===== src/rtl/cache_types_pkg.sv =====
// Shared types for the cache controller: FSM state encoding, default geometry,
// and the address/data mux select encodings seen by the datapath.
package cache_types_pkg;

    localparam int DEF_NUM_WAYS = 4;
    localparam int DEF_WAY_W    = 2;

    typedef enum logic [1:0] {
        ST_IDLE      = 2'd0,
        ST_COMPARE   = 2'd1,
        ST_WRITEBACK = 2'd2,
        ST_ALLOCATE  = 2'd3
    } cache_state_e;

    localparam logic ADDR_SEL_CPU    = 1'b0;
    localparam logic ADDR_SEL_VICTIM = 1'b1;

    localparam logic DATA_SEL_CPU  = 1'b0;
    localparam logic DATA_SEL_PMEM = 1'b1;

    localparam logic [31:0] PERF_CTR_MAX = 32'hFFFF_FFFF;

endpackage


===== src/rtl/cache_perf_ctr.sv =====
// Saturating 32-bit event counters for hit, miss and writeback activity.
// Only instantiated when CACHE_CTRL_PERF_EN is defined.
module cache_perf_ctr
    import cache_types_pkg::*;
(
    input  logic        clk,
    input  logic        rst,
    input  logic        inc_hit,
    input  logic        inc_miss,
    input  logic        inc_wb,
    output logic [31:0] hit_count,
    output logic [31:0] miss_count,
    output logic [31:0] wb_count
);

    always_ff @(posedge clk) begin
        if (rst) begin
            hit_count  <= '0;
            miss_count <= '0;
            wb_count   <= '0;
        end else begin
            if (inc_hit && (hit_count != PERF_CTR_MAX))
                hit_count <= hit_count + 32'd1;
            if (inc_miss && (miss_count != PERF_CTR_MAX))
                miss_count <= miss_count + 32'd1;
            if (inc_wb && (wb_count != PERF_CTR_MAX))
                wb_count <= wb_count + 32'd1;
        end
    end

endmodule


===== src/rtl/cache_control.sv =====
// Write-back, write-allocate cache controller FSM. Defining CACHE_CTRL_PERF_EN
// adds saturating hit/miss/writeback counters on extra output ports.
//
//   state     | meaning
//   ----------+-----------------------------------------------------------
//   IDLE      | waiting for a CPU request
//   COMPARE   | tag compare; hit completes, miss picks writeback/allocate
//   WRITEBACK | dirty victim line being written to physical memory
//   ALLOCATE  | line fill from physical memory, then replay the compare
module cache_control
    import cache_types_pkg::*;
#(
    parameter int NUM_WAYS = DEF_NUM_WAYS,
    parameter int WAY_W    = DEF_WAY_W      // NUM_WAYS must equal 2**WAY_W
) (
    input  logic                clk,
    input  logic                rst,
    input  logic                mem_read,
    input  logic                mem_write,
    output logic                mem_resp,
    input  logic                hit,
    input  logic [WAY_W-1:0]    hit_way,
    input  logic [WAY_W-1:0]    victim_way,
    input  logic                victim_dirty,
    output logic                load_mem_rdata,
    output logic [NUM_WAYS-1:0] way_load,
    output logic                dirty_set,
    output logic                dirty_clr,
    output logic                data_sel,
    output logic                addr_sel,
    output logic                plru_update,
    output logic                pmem_read,
    output logic                pmem_write,
`ifdef CACHE_CTRL_PERF_EN
    output logic [31:0]         hit_count,
    output logic [31:0]         miss_count,
    output logic [31:0]         wb_count,
`endif
    input  logic                pmem_resp
);

    cache_state_e state, state_next;
    logic         req_any;

    assign req_any = mem_read | mem_write;

    always_ff @(posedge clk) begin
        if (rst)
            state <= ST_IDLE;
        else
            state <= state_next;
    end

    always_comb begin
        state_next     = state;
        mem_resp       = 1'b0;
        load_mem_rdata = 1'b0;
        way_load       = '0;
        dirty_set      = 1'b0;
        dirty_clr      = 1'b0;
        data_sel       = DATA_SEL_CPU;
        addr_sel       = ADDR_SEL_CPU;
        plru_update    = 1'b0;
        pmem_read      = 1'b0;
        pmem_write     = 1'b0;

        unique case (state)
            ST_IDLE: begin
                if (req_any)
                    state_next = ST_COMPARE;
            end
            ST_COMPARE: begin
                // A request dropped during a fill is abandoned silently here.
                if (!req_any) begin
                    state_next = ST_IDLE;
                end else if (hit) begin
                    mem_resp    = 1'b1;
                    plru_update = 1'b1;
                    state_next  = ST_IDLE;
                    if (mem_write) begin
                        way_load[hit_way] = 1'b1;
                        data_sel          = DATA_SEL_CPU;
                        dirty_set         = 1'b1;
                    end else begin
                        load_mem_rdata = 1'b1;
                    end
                end else begin
                    state_next = victim_dirty ? ST_WRITEBACK : ST_ALLOCATE;
                end
            end
            ST_WRITEBACK: begin
                pmem_write = 1'b1;
                addr_sel   = ADDR_SEL_VICTIM;
                if (pmem_resp) begin
                    dirty_clr  = 1'b1;
                    state_next = ST_ALLOCATE;
                end
            end
            ST_ALLOCATE: begin
                pmem_read = 1'b1;
                addr_sel  = ADDR_SEL_CPU;
                if (pmem_resp) begin
                    way_load[victim_way] = 1'b1;
                    data_sel             = DATA_SEL_PMEM;
                    dirty_clr            = 1'b1;
                    state_next           = ST_COMPARE;
                end
            end
            default: state_next = ST_IDLE;
        endcase

        // Outputs are held quiet for the whole reset cycle, even mid-transaction.
        if (rst) begin
            state_next     = ST_IDLE;
            mem_resp       = 1'b0;
            load_mem_rdata = 1'b0;
            way_load       = '0;
            dirty_set      = 1'b0;
            dirty_clr      = 1'b0;
            data_sel       = DATA_SEL_CPU;
            addr_sel       = ADDR_SEL_CPU;
            plru_update    = 1'b0;
            pmem_read      = 1'b0;
            pmem_write     = 1'b0;
        end
    end

`ifdef CACHE_CTRL_PERF_EN
    logic ev_hit, ev_miss, ev_wb;

    assign ev_hit  = (state == ST_COMPARE) && req_any && hit;
    assign ev_miss = (state == ST_COMPARE) && req_any && !hit;
    assign ev_wb   = (state == ST_WRITEBACK) && pmem_resp;

    cache_perf_ctr u_perf_ctr (
        .clk        (clk),
        .rst        (rst),
        .inc_hit    (ev_hit),
        .inc_miss   (ev_miss),
        .inc_wb     (ev_wb),
        .hit_count  (hit_count),
        .miss_count (miss_count),
        .wb_count   (wb_count)
    );
`endif

endmodule

===== config.mk =====
export PLATFORM = sky130hd
export DESIGN_NAME = cache_control
export DESIGN_NICKNAME = d
export VERILOG_FILES = /design/src/rtl/cache_types_pkg.sv /design/src/rtl/cache_perf_ctr.sv /design/src/rtl/cache_control.sv
export SDC_FILE = /design/constraint.sdc
export NUM_CORES = 1
export LEC_CHECK = 0
export BUFFER_PORTS_ARGS = -buffer_cell sky130_fd_sc_hd__buf_4
export CORE_AREA = 2 2 39 41
export DETAILED_ROUTE_END_ITERATION = 6
export DIE_AREA = 0 0 41 43
export SYNTH_ARGS = -nofsm -noshare
export SYNTH_HDL_FRONTEND = slang
export SYNTH_HIERARCHICAL = 1
export SYNTH_SLANG_ARGS = --single-unit

===== constraint.sdc =====
create_clock -name clk -period 2.2 [get_ports clk]
set_clock_uncertainty 0.15 [all_clocks]
set_input_delay 0.11 -clock clk [delete_from_list [all_inputs] [get_ports clk]]
set_output_delay 0.11 -clock clk [all_outputs]
set_load 0.02 [all_outputs]

---- Yosys cells after proc, flatten, opt, wreduce, memory -nomap -nowiden ----
Cells that the tools add are included.
operators by class
  order comparisons ....................... 4
  eq/ne operators ......................... 6
  muxes and demuxes ....................... 40
  bitwise gates (word level) .............. 1
  reductions and logical operators ........ 5
operator list
  kind                                                 number
  two-way mux 1 bit                                    26
  two-way mux 4 bit                                    5
  two-way mux 2 bit                                    5
  case mux 2 bit (4 select lines)                      1
  case mux 4 bit (2 select lines)                      1
  < comparator 2 x 3 -> 1 bit, second input constant   2
  != test 2 bit, second input constant                 3
  demux 1 bit (select 2 bit)                           2
  == test 2 bit, second input constant                 2
  >= comparator 2 x 1 -> 1 bit, second input constant  2
  AND reduction 3 bit                                  1
  == test 2 x 1 -> 1 bit, second input constant        1
  logical AND 1 bit                                    2
  zero test 2 bit                                      1
  OR reduction 2 bit                                   1
  bitwise OR 1 bit                                     1
storage, ports and cells
  register bits after elaboration ......... 2
  input port bits ......................... 11
  output and inout bits ................... 13
  word-level logic and storage cells ...... 57

---- Logic depth before layout (Yosys ltp) ----
Gate-level depths: netlist of run 1.
  depth in word-level cells ............... 9
  depth in mapped cells ................... 5

---- Worst setup path after synthesis of run 1 ----
No wires, ideal clock.
  kind .................................... register to output
  from .................................... register state[1]
  to ...................................... output plru_update
  arrival time ............................ 1.485 ns
  data required time ...................... 1.940 ns
  slack ................................... 0.455 ns
  stages on the path, launching flop included .. 6
  cells stage by stage .................... dfxtp_1 -> inv_1 -> ha_1 -> nand2_1 -> nor3_1 -> buf_4
between the ends
  cells in the longest elaborated chain, start to end .. 3
RTL lines
  item                             line                 source
  start: declaration               cache_control.sv:42  cache_state_e state, state_next;
  start signal: assignment         cache_control.sv:51  state <= state_next;
  == test 2 x 1 -> 1 bit           n/a
  two-way mux 1 bit (2 in series)  n/a
  end: declaration                 cache_control.sv:31  output logic plru_update,
Every way passes these cells.

---- Worst setup path in the final report of run 1 ----
  from .................................... register state[1]
  to ...................................... output way_load[0]
between the ends
  cells in the longest elaborated chain, start to end .. 3
RTL lines
  item                                                     line                  source
  == test 2 bit or == test 2 x 1 -> 1 bit (tied branches)  cache_control.sv:67   unique case (state)
  case mux 4 bit (2 select lines) (*)                      cache_control.sv:67
  two-way mux 4 bit (*)                                    cache_control.sv:113  if (rst) begin
  end: declaration                                         cache_control.sv:26   output logic [NUM_WAYS-1:0] way_load,
Every way passes the cells marked *; elsewhere a longest branch is shown, timed or not.

==> results of run 1 <==
==> power by group <==
part	total, W	leakage (nW)	switching (W)	internal, W
combinational	0.0000780	0.227	0.0000406	0.0000374
clock	0.0000784	0.0138	0.0000185	0.0000599
sequential	0.0000428	0.0165	0.00000287	0.0000399
==> layer usage <==
layer  share of wire [%]  vias to the layer above  track usage, %
met5                   0                        -               0
met4                   0                        0            6.00
met3                 4.3                        0               0
met2                  52                        9            20.6
met1                  43                      195            14.7
li1                    -                      225               -
==> through the flow <==
step | hold slack (ns) | util, % | instance area, um^2 | instances | setup WS (ns)
after floorplan | 0.156 | - | 352 | 47 | 0.455
after global routing | 0.104 | 40.3 | 558 | 87 | 0.207
final | 0.0906 | 40.3 | 558 | 87 | 0.304
after detailed placement | 0.226 | 38.0 | 526 | 83 | 0.521
after CTS | 0.0855 | 40.3 | 558 | 87 | 0.289
after global placement | 0.222 | 38.0 | 526 | 83 | 0.534
==> final timing paths <==
check	cells past startpoint	end	slack, ns
setup / recovery	6	way_load[0]	0.30
hold reg to reg	2	state[0]$_SDFFE_PP0P_	0.41
hold / removal	3	state[1]$_SDFFE_PP0P_	0.09
setup reg to reg	5	state[0]$_SDFFE_PP0P_	0.58
==> layout by cell type, fill, tap and decap left out, drive strengths merged, types with 2 or more instances in the layout <==
master  Yosys  routed
o21bai      2       2
dfxtp       2       2
ha          4       4
nand2       3       3
nand3b      2       2
nor2b       2       2
a21oi       4       4
nor2        4       4
inv         3       3
or3         2       2
buf         2      23
nand4b      2       2
clkbuf      1       3
nand3       2       2
==> cells by family after synthesis <==
family	after synthesis
buf+inv	6
fa+ha+maj	4
compound gates	12
flops	2
simple gates	23
==> area by class of cell <==
type                            instances  area (um^2)  area share [%]
Multi-Input combinational cell         39          282            50.4
Sequential cell                         2         40.0            7.17
Inverter                                3         11.3            2.02
Timing Repair Buffer                   24          183            32.7
Tap cell                               16         20.0            3.59
Clock buffer                            3         22.5            4.04
==> critical path, stage by stage, from the launching register on <==
cell	delay [ns]
dfxtp_1	0.32
inv_1	0.12
ha_1	0.25
nand3_1	0.11
or3_1	0.32
a21oi_1	0.15
buf_4	0.15
==> cells in the mapped netlist, types with 2 or more instances <==
library cell	instances	share of area, %
nor2_1	4	4.3
nand3b_1	2	4.3
nor2b_1	2	3.6
ha_1	4	14
buf_4	2	4.3
nand2_1	3	3.2
inv_1	3	3.2
or3_1	2	3.6
dfxtp_1	2	11
nand4b_1	2	5.0
nand3_1	2	2.8
a21oi_1	4	5.7
o21bai_1	2	4.3
==> flow_metrics.env, run 1 <==
export IMPL_outcome="finished clean"
export IMPL_io_buffers=23
export IMPL_final_nets=88
export IMPL_synth_compound_area_share_pct=26.7
export IMPL_cts_buffers_inserted=3
export IMPL_setup_viol=0
export IMPL_period_minus_slack_ns=1.90
export IMPL_finalHoldViolations=0
export IMPL_yosysWarnings=6
export IMPL_cts_setup_buffers=0
export IMPL_maxCapViolCount=0
export IMPL_clock_latency_ns=0.22
export IMPL_clk_pin_slew_ns=0.03
export IMPL_fin_crit_sh_pct=86.2
export IMPL_rsz0062_at_grt="no"
export IMPL_antenna_cells=0
export IMPL_critical_path_startpoint_type="flip-flop"
export IMPL_cts_sinks=2
export IMPL_ys_dominant_reg_cell="dfxtp_1"
export IMPL_grt_overflow_total=0
export IMPL_synth_xor_area_share_pct=0
export IMPL_power_w=0.000199
export IMPL_yosys_area_share_simple_pct=39.1
export IMPL_cts_hold_fix_buffers=1
export IMPL_drc=0
export IMPL_route_detailed_wl_per_inst_um=10.8
export IMPL_grt_pass1_vias=379
export IMPL_synthMuxAreaShare_pct=0
export IMPL_top_register="state"
export IMPL_synth_nets=62
export IMPL_drtIter0Drc=2
export IMPL_h_tree_depth=1
export IMPL_crit_type="reg -> out"
export IMPL_syn2layout_area_growth_pct=58.7
export IMPL_track_usage_pct=12.1
export IMPL_cts_path_max_buffers=2
export IMPL_io_pins=24
export IMPL_power_density_nw_per_um2=357
export IMPL_drive_above_1_share_pct=43.7
export IMPL_cp_required_ns=1.94
export IMPL_antenna_left=0
export IMPL_syn_inst=47
export IMPL_endpoint_kind="primary output"
export IMPL_fillers=167
export IMPL_grt_first_pass_wirelength_um=1520
export IMPL_viasPerCell=4.93
export IMPL_cts_tree="done"
export IMPL_fp_dieH_um=43
export IMPL_antenna_found_initial=0
export IMPL_p_leak_nw=0.257
export IMPL_path_max_fanout=5
export IMPL_synth_async_reset_ratio_pct=0
export IMPL_synth_seq_cells=2
export IMPL_die_x_um=41
export IMPL_setup_worst_path_start="state[1]$_SDFFE_PP0P_"
export IMPL_hp_class="in -> reg"
export IMPL_gp_congestion=0.713
export IMPL_synth_top_family_by_area="simple AND/OR/NAND/NOR gates"
export IMPL_place_hpwl_um=783
export IMPL_cp_arrival_ns=1.64
export IMPL_rows=14
export IMPL_finalMaxSlewViolations=0
export IMPL_fin_tns_setup_ns=0
export IMPL_vias=429
export IMPL_peakVddDrop_uv=239
export IMPL_hold_start="hit"
export IMPL_reg_largest_list="state x2"
export IMPL_post_cts_resize_count=0
export IMPL_initial_core_util_pct=25.4
export IMPL_drt_wl_total_um=936
export IMPL_synth_area_per_cell_um2=7.48
export IMPL_synth_cell_types=26
export IMPL_reg2reg_from="state[1]$_SDFFE_PP0P_"
export IMPL_tightest_slew_ns=0.285
export IMPL_die_area_um2=1760
export IMPL_grt_max_degree=12
export IMPL_relSlewSlack_pct=80.9
export IMPL_core_area_um2=1380
export IMPL_cts_root_buf="clkbuf_4"
export IMPL_netlist_area_um2=352
export IMPL_ys_seq_area_share_pct=11.4
export IMPL_largest_reg_flops=2
export IMPL_synthAdderAreaFrac_pct=14.2
export IMPL_fmax_mhz=527
export IMPL_drtPass1Iterations=2
export IMPL_synth_edf_count=0
Power figures use the tool's default switching activity.
==> run 2: changes to the inputs <==
- PLACE_DENSITY: not set -> 0.62
==> run 2 against run 1 <==
  * Non-clock buffer count stayed put
  * Final cell count stayed put
  * Combinational power is 0.9% lower
  * Sequential power shrank 0.9%
  * Via count unchanged
  * Final area unchanged
  * Sequential cell count is the same
  * First-iteration DRC count unchanged
  * Worst setup slack worse by 0.028 ns
  * Worst hold slack improved by 0.0063 ns
  * Wire length down 4.9%
  * Critical endpoint unchanged
  * Largest power group unchanged
  * Highest routed layer unchanged
==> flow_metrics.env, run 2 (synthesis results as in run 1) <==
export IMPL_final_common_cell="buf_4"
export IMPL_setup_viol=0
export IMPL_place_area_um2=526
export IMPL_core_area_um2=1380
export IMPL_antenna_found_initial=0
export IMPL_fin_tns_setup_ns=0
export IMPL_track_usage_pct=11.9
export IMPL_post_route_util_pct=40.3
export IMPL_drive_above_1_share_pct=43.7
export IMPL_cts_sinks=2
export IMPL_antenna_cells=0
export IMPL_peakVddDrop_uv=177
export IMPL_route_detailed_wl_per_inst_um=10.2
export IMPL_io_buffers=23
export IMPL_fin_area_um2=558
export IMPL_die_area_um2=1760
export IMPL_endpoint_kind="primary output"
export IMPL_critical_path_startpoint_type="flip-flop"
export IMPL_syn2layout_area_growth_pct=58.7
export IMPL_clk_pin_slew_ns=0.03
export IMPL_largest_reg_flops=2
export IMPL_grt_overflow_total=0
export IMPL_rows=14
export IMPL_power_density_nw_per_um2=359
export IMPL_drc=0
export IMPL_drtPass1Iterations=2
export IMPL_period_minus_slack_ns=1.92
export IMPL_viasPerCell=4.93
export IMPL_cts_tree="done"
export IMPL_cp_required_ns=1.94
export IMPL_grt_first_pass_wirelength_um=1490
export IMPL_cts_path_max_buffers=2
export IMPL_path_max_fanout=5
export IMPL_finalMaxSlewViolations=0
export IMPL_post_cts_resize_count=0
export IMPL_relSlewSlack_pct=82.0
export IMPL_finalHoldViolations=0
export IMPL_fmax_mhz=520
export IMPL_rsz0062_at_grt="no"
export IMPL_final_cell_mix="buf_4 (23), a21oi_1 (4), nor2_1 (4), ha_1 (4)"
export IMPL_gp_congestion=0.713
export IMPL_p_leak_nw=0.257
export IMPL_cp_arrival_ns=1.66
export IMPL_fp_dieH_um=43
export IMPL_grt_pass1_vias=360
export IMPL_crit_type="reg -> out"
export IMPL_reg_largest_list="state x2"
export IMPL_top_register="state"
export IMPL_antenna_left=0
export IMPL_final_nets=88
export IMPL_hold_worst_slack_ns=0.0968
export IMPL_fin_crit_sh_pct=87.4
export IMPL_cts_root_buf="clkbuf_4"
export IMPL_drt_wl_total_um=890
export IMPL_h_tree_depth=1
export IMPL_place_hpwl_um=749
export IMPL_fin_cells=87
export IMPL_tightest_slew_ns=0.269
export IMPL_grt_max_degree=12
export IMPL_outcome="finished clean"
export IMPL_post_place_cells=83
export IMPL_maxCapViolCount=0
export IMPL_vias=429
export IMPL_clock_latency_ns=0.22
export IMPL_die_x_um=41
export IMPL_hp_class="in -> reg"
export IMPL_drtIter0Drc=2
export IMPL_io_pins=24
export IMPL_initial_core_util_pct=25.4
export IMPL_cts_buffers_inserted=3
-- run 2: worst max-delay path: stages, from the launching register on --
cell and delay, ns:
dfxtp_1 0.32, inv_1 0.12, ha_1 0.25, nand3_1 0.11, or3_1 0.32, a21oi_1 0.17
buf_4 0.16
-- run 2: worst paths after layout --
| kind | slack, ns | startpoint | endpoint | cells past startpoint |
|---|---|---|---|---|
| setup / recovery | 0.28 | state[1]$_SDFFE_PP0P_ | way_load[0] | 6 |
| hold / removal | 0.1 | hit | state[1]$_SDFFE_PP0P_ | 3 |
| hold reg to reg | 0.41 | state[0]$_SDFFE_PP0P_ | state[0]$_SDFFE_PP0P_ | 2 |
| setup reg to reg | 0.61 | state[1]$_SDFFE_PP0P_ | state[0]$_SDFFE_PP0P_ | 5 |
-- run 2: where the power goes --
part	switching [W]	total [W]	internal [W]
clock	0.0000205	0.0000806	0.0000602
combinational	0.0000399	0.0000773	0.0000374
sequential	0.00000252	0.0000424	0.0000399
total	0.0000629	0.000200	0.000137
-- run 2: area by class of cell --
class	instances	area (um^2)
Tap cell	16	20.0
Timing Repair Buffer	24	183
Inverter	3	11.3
Multi-Input combinational cell	39	282
Sequential cell	2	40.0
Clock buffer	3	22.5
Fill cell	146	826
-- run 2: what timing repair did --
| item | CTS | global route |
|---|---|---|
| setup buffers | 0 | 0 |
| hold buffers | 1 | 0 |
| hold endpoints to repair | 1 | 0 |
-- run 2: metal layers --
layer	track usage, %	wire length, um	up-vias	part of all wire (%)
met3	1.57	47	0	5.3
met1	15.3	375	192	42
li1	-	-	228	-
met2	18.4	466	9	52
met5	0	0	-	0
met4	6.00	0	0	0
-- run 2: stage by stage --
stage | total power [W] | worst slack, ns
floorplan | 0.0000885 | 0.455
global placement | 0.000119 | 0.536
detailed placement | 0.000120 | 0.487
CTS | 0.000207 | 0.259
global route | 0.000220 | 0.126
finish | 0.000200 | 0.276
